<file path="config.mk">
export PLATFORM = sky130hd
export DESIGN_NAME = mem_sram_ctrl
export DESIGN_NICKNAME = d
export VERILOG_FILES = /design/src/rtl/mem_sram_ctrl.sv
export SDC_FILE = /design/constraint.sdc
export NUM_CORES = 1
export LEC_CHECK = 0
export ABC_AREA = 1
export CAP_MARGIN = 20
export CORE_UTILIZATION = 36
export CTS_BUF_LIST = sky130_fd_sc_hd__clkbuf_16
export DETAILED_ROUTE_END_ITERATION = 6
export PLACE_DENSITY_LB_ADDON = 0.3
export SYNTH_ARGS = -nofsm -noshare
export SYNTH_HDL_FRONTEND = slang
export SYNTH_SLANG_ARGS = --single-unit
</file>
<file path="constraint.sdc">
create_clock -name clk -period 1.78 [get_ports clk]
set_clock_uncertainty 0.1 [all_clocks]
set_input_delay 0.178 -clock clk [delete_from_list [all_inputs] [get_ports clk]]
set_output_delay 0.178 -clock clk [all_outputs]
set_load 0.02 [all_outputs]
</file>
<file path="src/rtl/mem_sram_ctrl.sv">
// Memory-stage SRAM controller: one 32-bit load/store becomes two
// 16-bit SRAM accesses, with the pipeline frozen via ready.
module mem_sram_ctrl #(
  parameter int unsigned WAIT_CYCLES = 2,
  parameter int unsigned DATA_BASE   = 1024
) (
  input  logic        clk,
  input  logic        rst,
  input  logic        mem_r_en,
  input  logic        mem_w_en,
  input  logic [31:0] addr,
  input  logic [31:0] wdata,
  output logic [31:0] rdata,
  output logic        ready,
  output logic [17:0] sram_addr,
  output logic        sram_we_n,
  output logic [15:0] sram_dq_out,
  output logic        sram_dq_oe,
  input  logic [15:0] sram_dq_in
);

  typedef enum logic [2:0] {
    S_IDLE,
    S_LO,
    S_HI,
    S_WAIT,
    S_DONE
  } state_t;

  localparam logic [3:0] WLAST =
    (WAIT_CYCLES > 0) ? 4'(WAIT_CYCLES - 1) : 4'd0;
  localparam logic [31:0] BASE = 32'(DATA_BASE);

  state_t      state_q, state_d;
  logic        wr_q, wr_d;
  logic [3:0]  cnt_q, cnt_d;
  logic [15:0] hold_q, hold_d;
  logic [31:0] rdata_q, rdata_d;

  logic        req;
  logic [31:0] off;
  logic [16:0] widx;

  assign req  = mem_r_en | mem_w_en;
  assign off  = addr - BASE;
  assign widx = off[18:2];

  always_ff @(posedge clk or posedge rst) begin
    if (rst) begin
      state_q <= S_IDLE;
      wr_q    <= 1'b0;
      cnt_q   <= 4'd0;
      hold_q  <= 16'd0;
      rdata_q <= 32'd0;
    end else begin
      state_q <= state_d;
      wr_q    <= wr_d;
      cnt_q   <= cnt_d;
      hold_q  <= hold_d;
      rdata_q <= rdata_d;
    end
  end

  always_comb begin
    state_d = state_q;
    wr_d    = wr_q;
    cnt_d   = cnt_q;
    hold_d  = hold_q;
    rdata_d = rdata_q;
    unique case (state_q)
      S_IDLE: begin
        if (req) begin
          state_d = S_LO;
          wr_d    = mem_w_en;
        end
      end
      S_LO: begin
        if (!wr_q) hold_d = sram_dq_in;
        state_d = S_HI;
      end
      S_HI: begin
        if (!wr_q) rdata_d = {sram_dq_in, hold_q};
        cnt_d   = 4'd0;
        state_d = (WAIT_CYCLES > 0) ? S_WAIT : S_DONE;
      end
      S_WAIT: begin
        if (cnt_q == WLAST) begin
          cnt_d   = 4'd0;
          state_d = S_DONE;
        end else begin
          cnt_d = cnt_q + 4'd1;
        end
      end
      S_DONE: state_d = S_IDLE;
      default: state_d = S_IDLE;
    endcase
  end

  // Pad outputs decode the registered state only, so an async reset
  // releases the write strobe in the same instant.
  always_comb begin
    ready       = 1'b0;
    sram_addr   = 18'd0;
    sram_we_n   = 1'b1;
    sram_dq_out = 16'd0;
    sram_dq_oe  = 1'b0;
    unique case (state_q)
      S_IDLE: ready = ~req;
      S_LO: begin
        sram_addr = {widx, 1'b0};
        if (wr_q) begin
          sram_we_n   = 1'b0;
          sram_dq_oe  = 1'b1;
          sram_dq_out = wdata[15:0];
        end
      end
      S_HI: begin
        sram_addr = {widx, 1'b1};
        if (wr_q) begin
          sram_we_n   = 1'b0;
          sram_dq_oe  = 1'b1;
          sram_dq_out = wdata[31:16];
        end
      end
      S_WAIT: ready = 1'b0;
      S_DONE: ready = 1'b1;
      default: ready = 1'b0;
    endcase
  end

  assign rdata = rdata_q;

endmodule
</file>
* After elaboration in Yosys (flattened, before gate mapping)
Index checks and enable logic that the tools add are counted.
** Cells by class
- Add/subtract/negate cells :: 2
- Multiply operators :: 0
- Divide/modulo/power cells :: 0
- $lt $le $gt $ge :: 0
- Eq/ne operators :: 7
- Shift operators :: 0
- Muxes and demuxes :: 14
- Bitwise operators :: 3
- Reductions and logical operators :: 7
** Operators with widths (count)
- 18-bit case mux with 2 select lines :: 1
- 16-bit 2-to-1 mux :: 2
- 16-bit case mux with 2 select lines :: 1
- 19-bit by 11-bit subtractor with 19-bit output, second input constant :: 1
- 3-bit case mux with 4 select lines :: 1
- 4-bit case mux with 2 select lines :: 1
- 2-bit AND reduction :: 4
- 3-bit by 2-bit == test with 1-bit output, second input constant :: 2
- 3-bit 2-to-1 mux :: 2
- 4-bit by 1-bit adder with 4-bit output, second input constant :: 1
- 4-bit by 1-bit == test with 1-bit output, second input constant :: 1
- 1-bit 2-to-1 mux :: 4
- 4-bit 2-to-1 mux :: 1
- 2-bit != test, second input constant :: 2
- 3-bit by 1-bit == test with 1-bit output, second input constant :: 1
- 3-bit == test, second input constant :: 1
- 3-bit logical NOT :: 1
- 1-bit inverter :: 2
- 1-bit case mux with 2 select lines :: 1
- 2-bit nonzero test :: 1
- 2-bit OR reduction :: 1
- 1-bit OR :: 1
** Storage, ports and cells
- Bits in registers :: 56
- Latch bits :: 0
- Bits in writable memories :: 0
- Memory bits (read-only) :: 0
- Bits of input ports :: 84
- Output and inout bits :: 69
- Logic and storage cells :: 38
- Memories :: 0

* Longest topological paths before layout
- Word-level depth :: 3
- Mapped depth :: 9
- Mapped depth without buffers :: 8

* Least setup slack after synthesis
Ideal clock, no wire load.
- Path kind :: flip-flop to output port
- From :: reg state_q[2]
- To :: out sram_we_n
- Arrival time :: 1.430 ns
- Required time :: 1.502 ns
- Path slack :: 0.072 ns
- Cell stages (with the launch flop) :: 7
- Buffers on the path :: 0
- Cells stage by stage :: dfrtp_1 > inv_1 > nand3_2 > nand2_1 > inv_2 > nor2_1 > inv_1
** On the way
- Longest elaborated chain between the ends :: 3
- Elaborated cells between the ends (all ways) :: 4
- Classes of those cells :: eq/ne: 2; mux: 1; reduce/logical: 1
** RTL lines
- start: declaration :: line 34 : state_t state_q, state_d;
- start signal: assignment :: line 56 : state_q <= state_d;
- 3-bit by 2-bit == test with 1-bit output / 3-bit by 1-bit == test with 1-bit output (equally long branches) :: line 107 : unique case (state_q)
- 2-bit OR reduction (no source line) *
- 1-bit 2-to-1 mux *
- end: declaration :: line 16 : output logic sram_we_n,
Mark *: on every way between the ends. The rest lies on a longest branch, timed or not.

* Worst setup path after layout
- From :: reg state_q[0]
- To :: out ready
** On the way
- Longest elaborated chain between the ends :: 2
- Elaborated cells between the ends (all ways) :: 3
- Classes of those cells :: eq/ne: 1; mux: 1; reduce/logical: 1
** RTL lines
- 3-bit == test / 3-bit logical NOT (equally long branches) :: line 107
- 1-bit case mux with 2 select lines * :: line 107
- end: declaration :: line 14 : output logic ready,
Marked as above.

==> metrics.txt <==
Post-DP Area=0.00442 mm²; total gr overflow=0; kind of cell adding the most delay to the critical path=buffers and inverters; Die W=90.0 µm; Slew headroom=approximately three quarters; Cell variety after synth=24; fraction of layout cells with a size suffix above 1=19.1%; footprint of the multi-input gates=0.00117 mm²; initial antenna violation count=0; critical path fanouts, max=3; Synth area leader=dfrtp_1; Cell Chain, Critical Path=buf_4, nor3_1, dlygate4sd1_1; number of setup buffers added after CTS=0; Hold Path Class=primary input to async pin; initial core utilization=37.8%; global-route wire length before repair=12800 µm; RR Startpoint=wr_q; compound-cell area share of the yosys netlist=11.4%; Critical R2R Capture=hold_q[8]; vias in the first global route=~2.8k; row cnt=31; routed vias/inst=approximately 4.7; Crit-path slowest cell=dfrtp_1; Routed Antenna Nets=0; Longest Clk Path Bufs=2; XOR/XNOR share of the synthesized area=less than 1%; Buf/Inv on CP=2; Die Area=slightly above 0.008 mm²; Cell Pwr Density=about 1700 mW/mm²; Seq cells post-synth=56; minimum clock period=roughly 1.7 ns; Final nets=around 600; ANT cells=0; share of the synthesized area in the top cell type=50.3%; wire per inst=12.3 µm; clk root buf=clkbuf_16; fin util=61.2%; worst path arrival time=1.44 ns; commonest non-fill, non-tap cell in the layout=clkdlybuf4s50_1; pre-CTS WS=-0.560 ns; Crit Path Class=flop to primary output; reg2reg path depth=6; register area share after synthesis=50.3%; Die Ht=90.0 µm; CP Capture Type=primary output; simple-gate share of the synthesized area=26.8%; Max Cap Viol=0; post-synthesis mux area share=0%; final WL=7530 µm; Post-Syn Nets=448; Yosys Warn Count=0; largest cells by area after synthesis=dfrtp_1, nand2_1, o21ai_0; CP Launch Type=flop; area delta synth->final=61.7%; routability congestion estimate=0.787; DR iter-0 viols=121; CTS tree=yes; H-tree depth=2; CP max stage delay=0.41 ns; Num CTS Buffers=5; Worst-Skew Late Latency=0.29 ns; Adder-Cell Fraction of Synth Area=under 10%; fin worst setup slack=0.0649 ns; Post-Synthesis Cells=361; clock sink count=56; DRC Markers=0; number of port buffers=137; hold buffers post-CTS=0; largest net degree at the start of global routing=37; Hold Slack=roughly 0.086 ns; Overall Global Routing Usage=between 15 and 20%; fin. max-slew vios=0; Filler cells=671; Core ar.=0.00737 mm²; FF-to-FF setup slack=approximately 0.15 ns; DR pass1 iterations=4; Hold Vio Cnt, Final=0; fin cells=612; final setup fails=0; Worst-path clk slew=about 0.070 ns; Boundary Pins=153; cell area after synthesis=approximately 0.0028 mm²; CP required=~1.5 ns; main combinational cell family by area after synthesis=simple AND/OR/NAND/NOR gates; max frequency=583 MHz; maximum vdd ir drop=586 µV; status=completed; dpl cells=604; Leak=2.25 nW; vias=2864; unrepaired setup endpoints after global routing=yes; Power Total=7.52 mW; final instance area=approximately 0.0045 mm²; post-synthesis average cell area=7.72 µm²; period utilization=96.4%; most frequent cells in the layout=clkdlybuf4s50_1, nand2_1, dfrtp_1, nand3_1, inv_1; Worst Tran Pin Value=between 0.3 and 0.4 ns; HPWL after detailed placement=5650 µm; setup_tns=0 ns; register area=0.00140 mm²
==> worst register-to-register path, delay by kind of cell (launching register included) <==
family | cells | cell delay (ns)
AND/OR/NAND/NOR | 1 | 0.16
AO/OA/AOI/OAI | 1 | 0.19
flip-flops | 1 | 0.40
buffers and inverters | 4 | 0.70
==> Yosys cell counts <==
cell      count
nand2_1     100
dfrtp_1      56
o21ai_0      44
inv_1        41
nand3_1      40
nor2_1       27
buf_2         7
clkbuf_1      7
a21oi_1       5
o21ai_1       5
inv_2         4
o21ai_2       4
buf_6         3
ha_1          3
nand4_1       3
nand2_2       2
nor3_1        2
o22ai_1       2
buf_4         1
clkinv_2      1
nand3_2       1
nor2_4        1
or2_2         1
xnor2_1       1
==> kinds of logic after synthesis <==
family	after synthesis
compound gates	60
xor+xnor	1
fa+ha+maj	3
buf+inv	64
flops	56
simple gates	177
==> what timing repair did <==
action,4_1_cts,5_1_grt
pin swaps,1,9
endpoints found under the setup margin,37,34
resized for setup,165,50
==> where the power goes <==
| part | total [mW] | internal, mW | switching, mW | leakage (nW) |
|---|---|---|---|---|
| clock | 0.950 | 0.519 | 0.431 | 0.0712 |
| combinational | 4.37 | 1.83 | 2.54 | 1.48 |
| sequential | 2.20 | 1.87 | 0.330 | 0.700 |
| total | 7.52 | 4.22 | 3.30 | 2.25 |
==> area by class of cell <==
type / count / share of cell area, %
clock buffer: 5 / 2.78
multi-input combinational: 241 / 26.0
tap: 99 / 2.75
clock inverter: 3 / 0.444
timing repair buffer: 162 / 33.0
inverter: 46 / 4.00
sequential: 56 / 31.1
==> worst max path at each step <==
stage,startpoint,end,slack [ns],cells after the start
floorplan,state_q[2],sram_we_n,0.07,6
global placement,addr[10],sram_addr[15],-0.50,10
detailed placement,addr[10],sram_addr[15],-0.56,10
CTS,state_q[2],sram_addr[12],-0.04,7
global route,state_q[2],sram_addr[15],-0.04,7
finish,state_q[0],ready,0.06,3
==> routing by layer <==
metal	share of wire [%]	GRT usage (%)	vias to the layer above
met5	0	0	-
met4	2.4	5.91	0
met3	3.0	3.72	17
met2	52	35.5	68
met1	42	22.8	1329
li1	-	-	1450
==> registers in the layout (all words and copies together) (netlist names) <==
name / count
cnt_q: 4
state_q: 3
wr_q: 1
rdata: 32
hold_q: 16
Power figures use the tool's default switching activity.
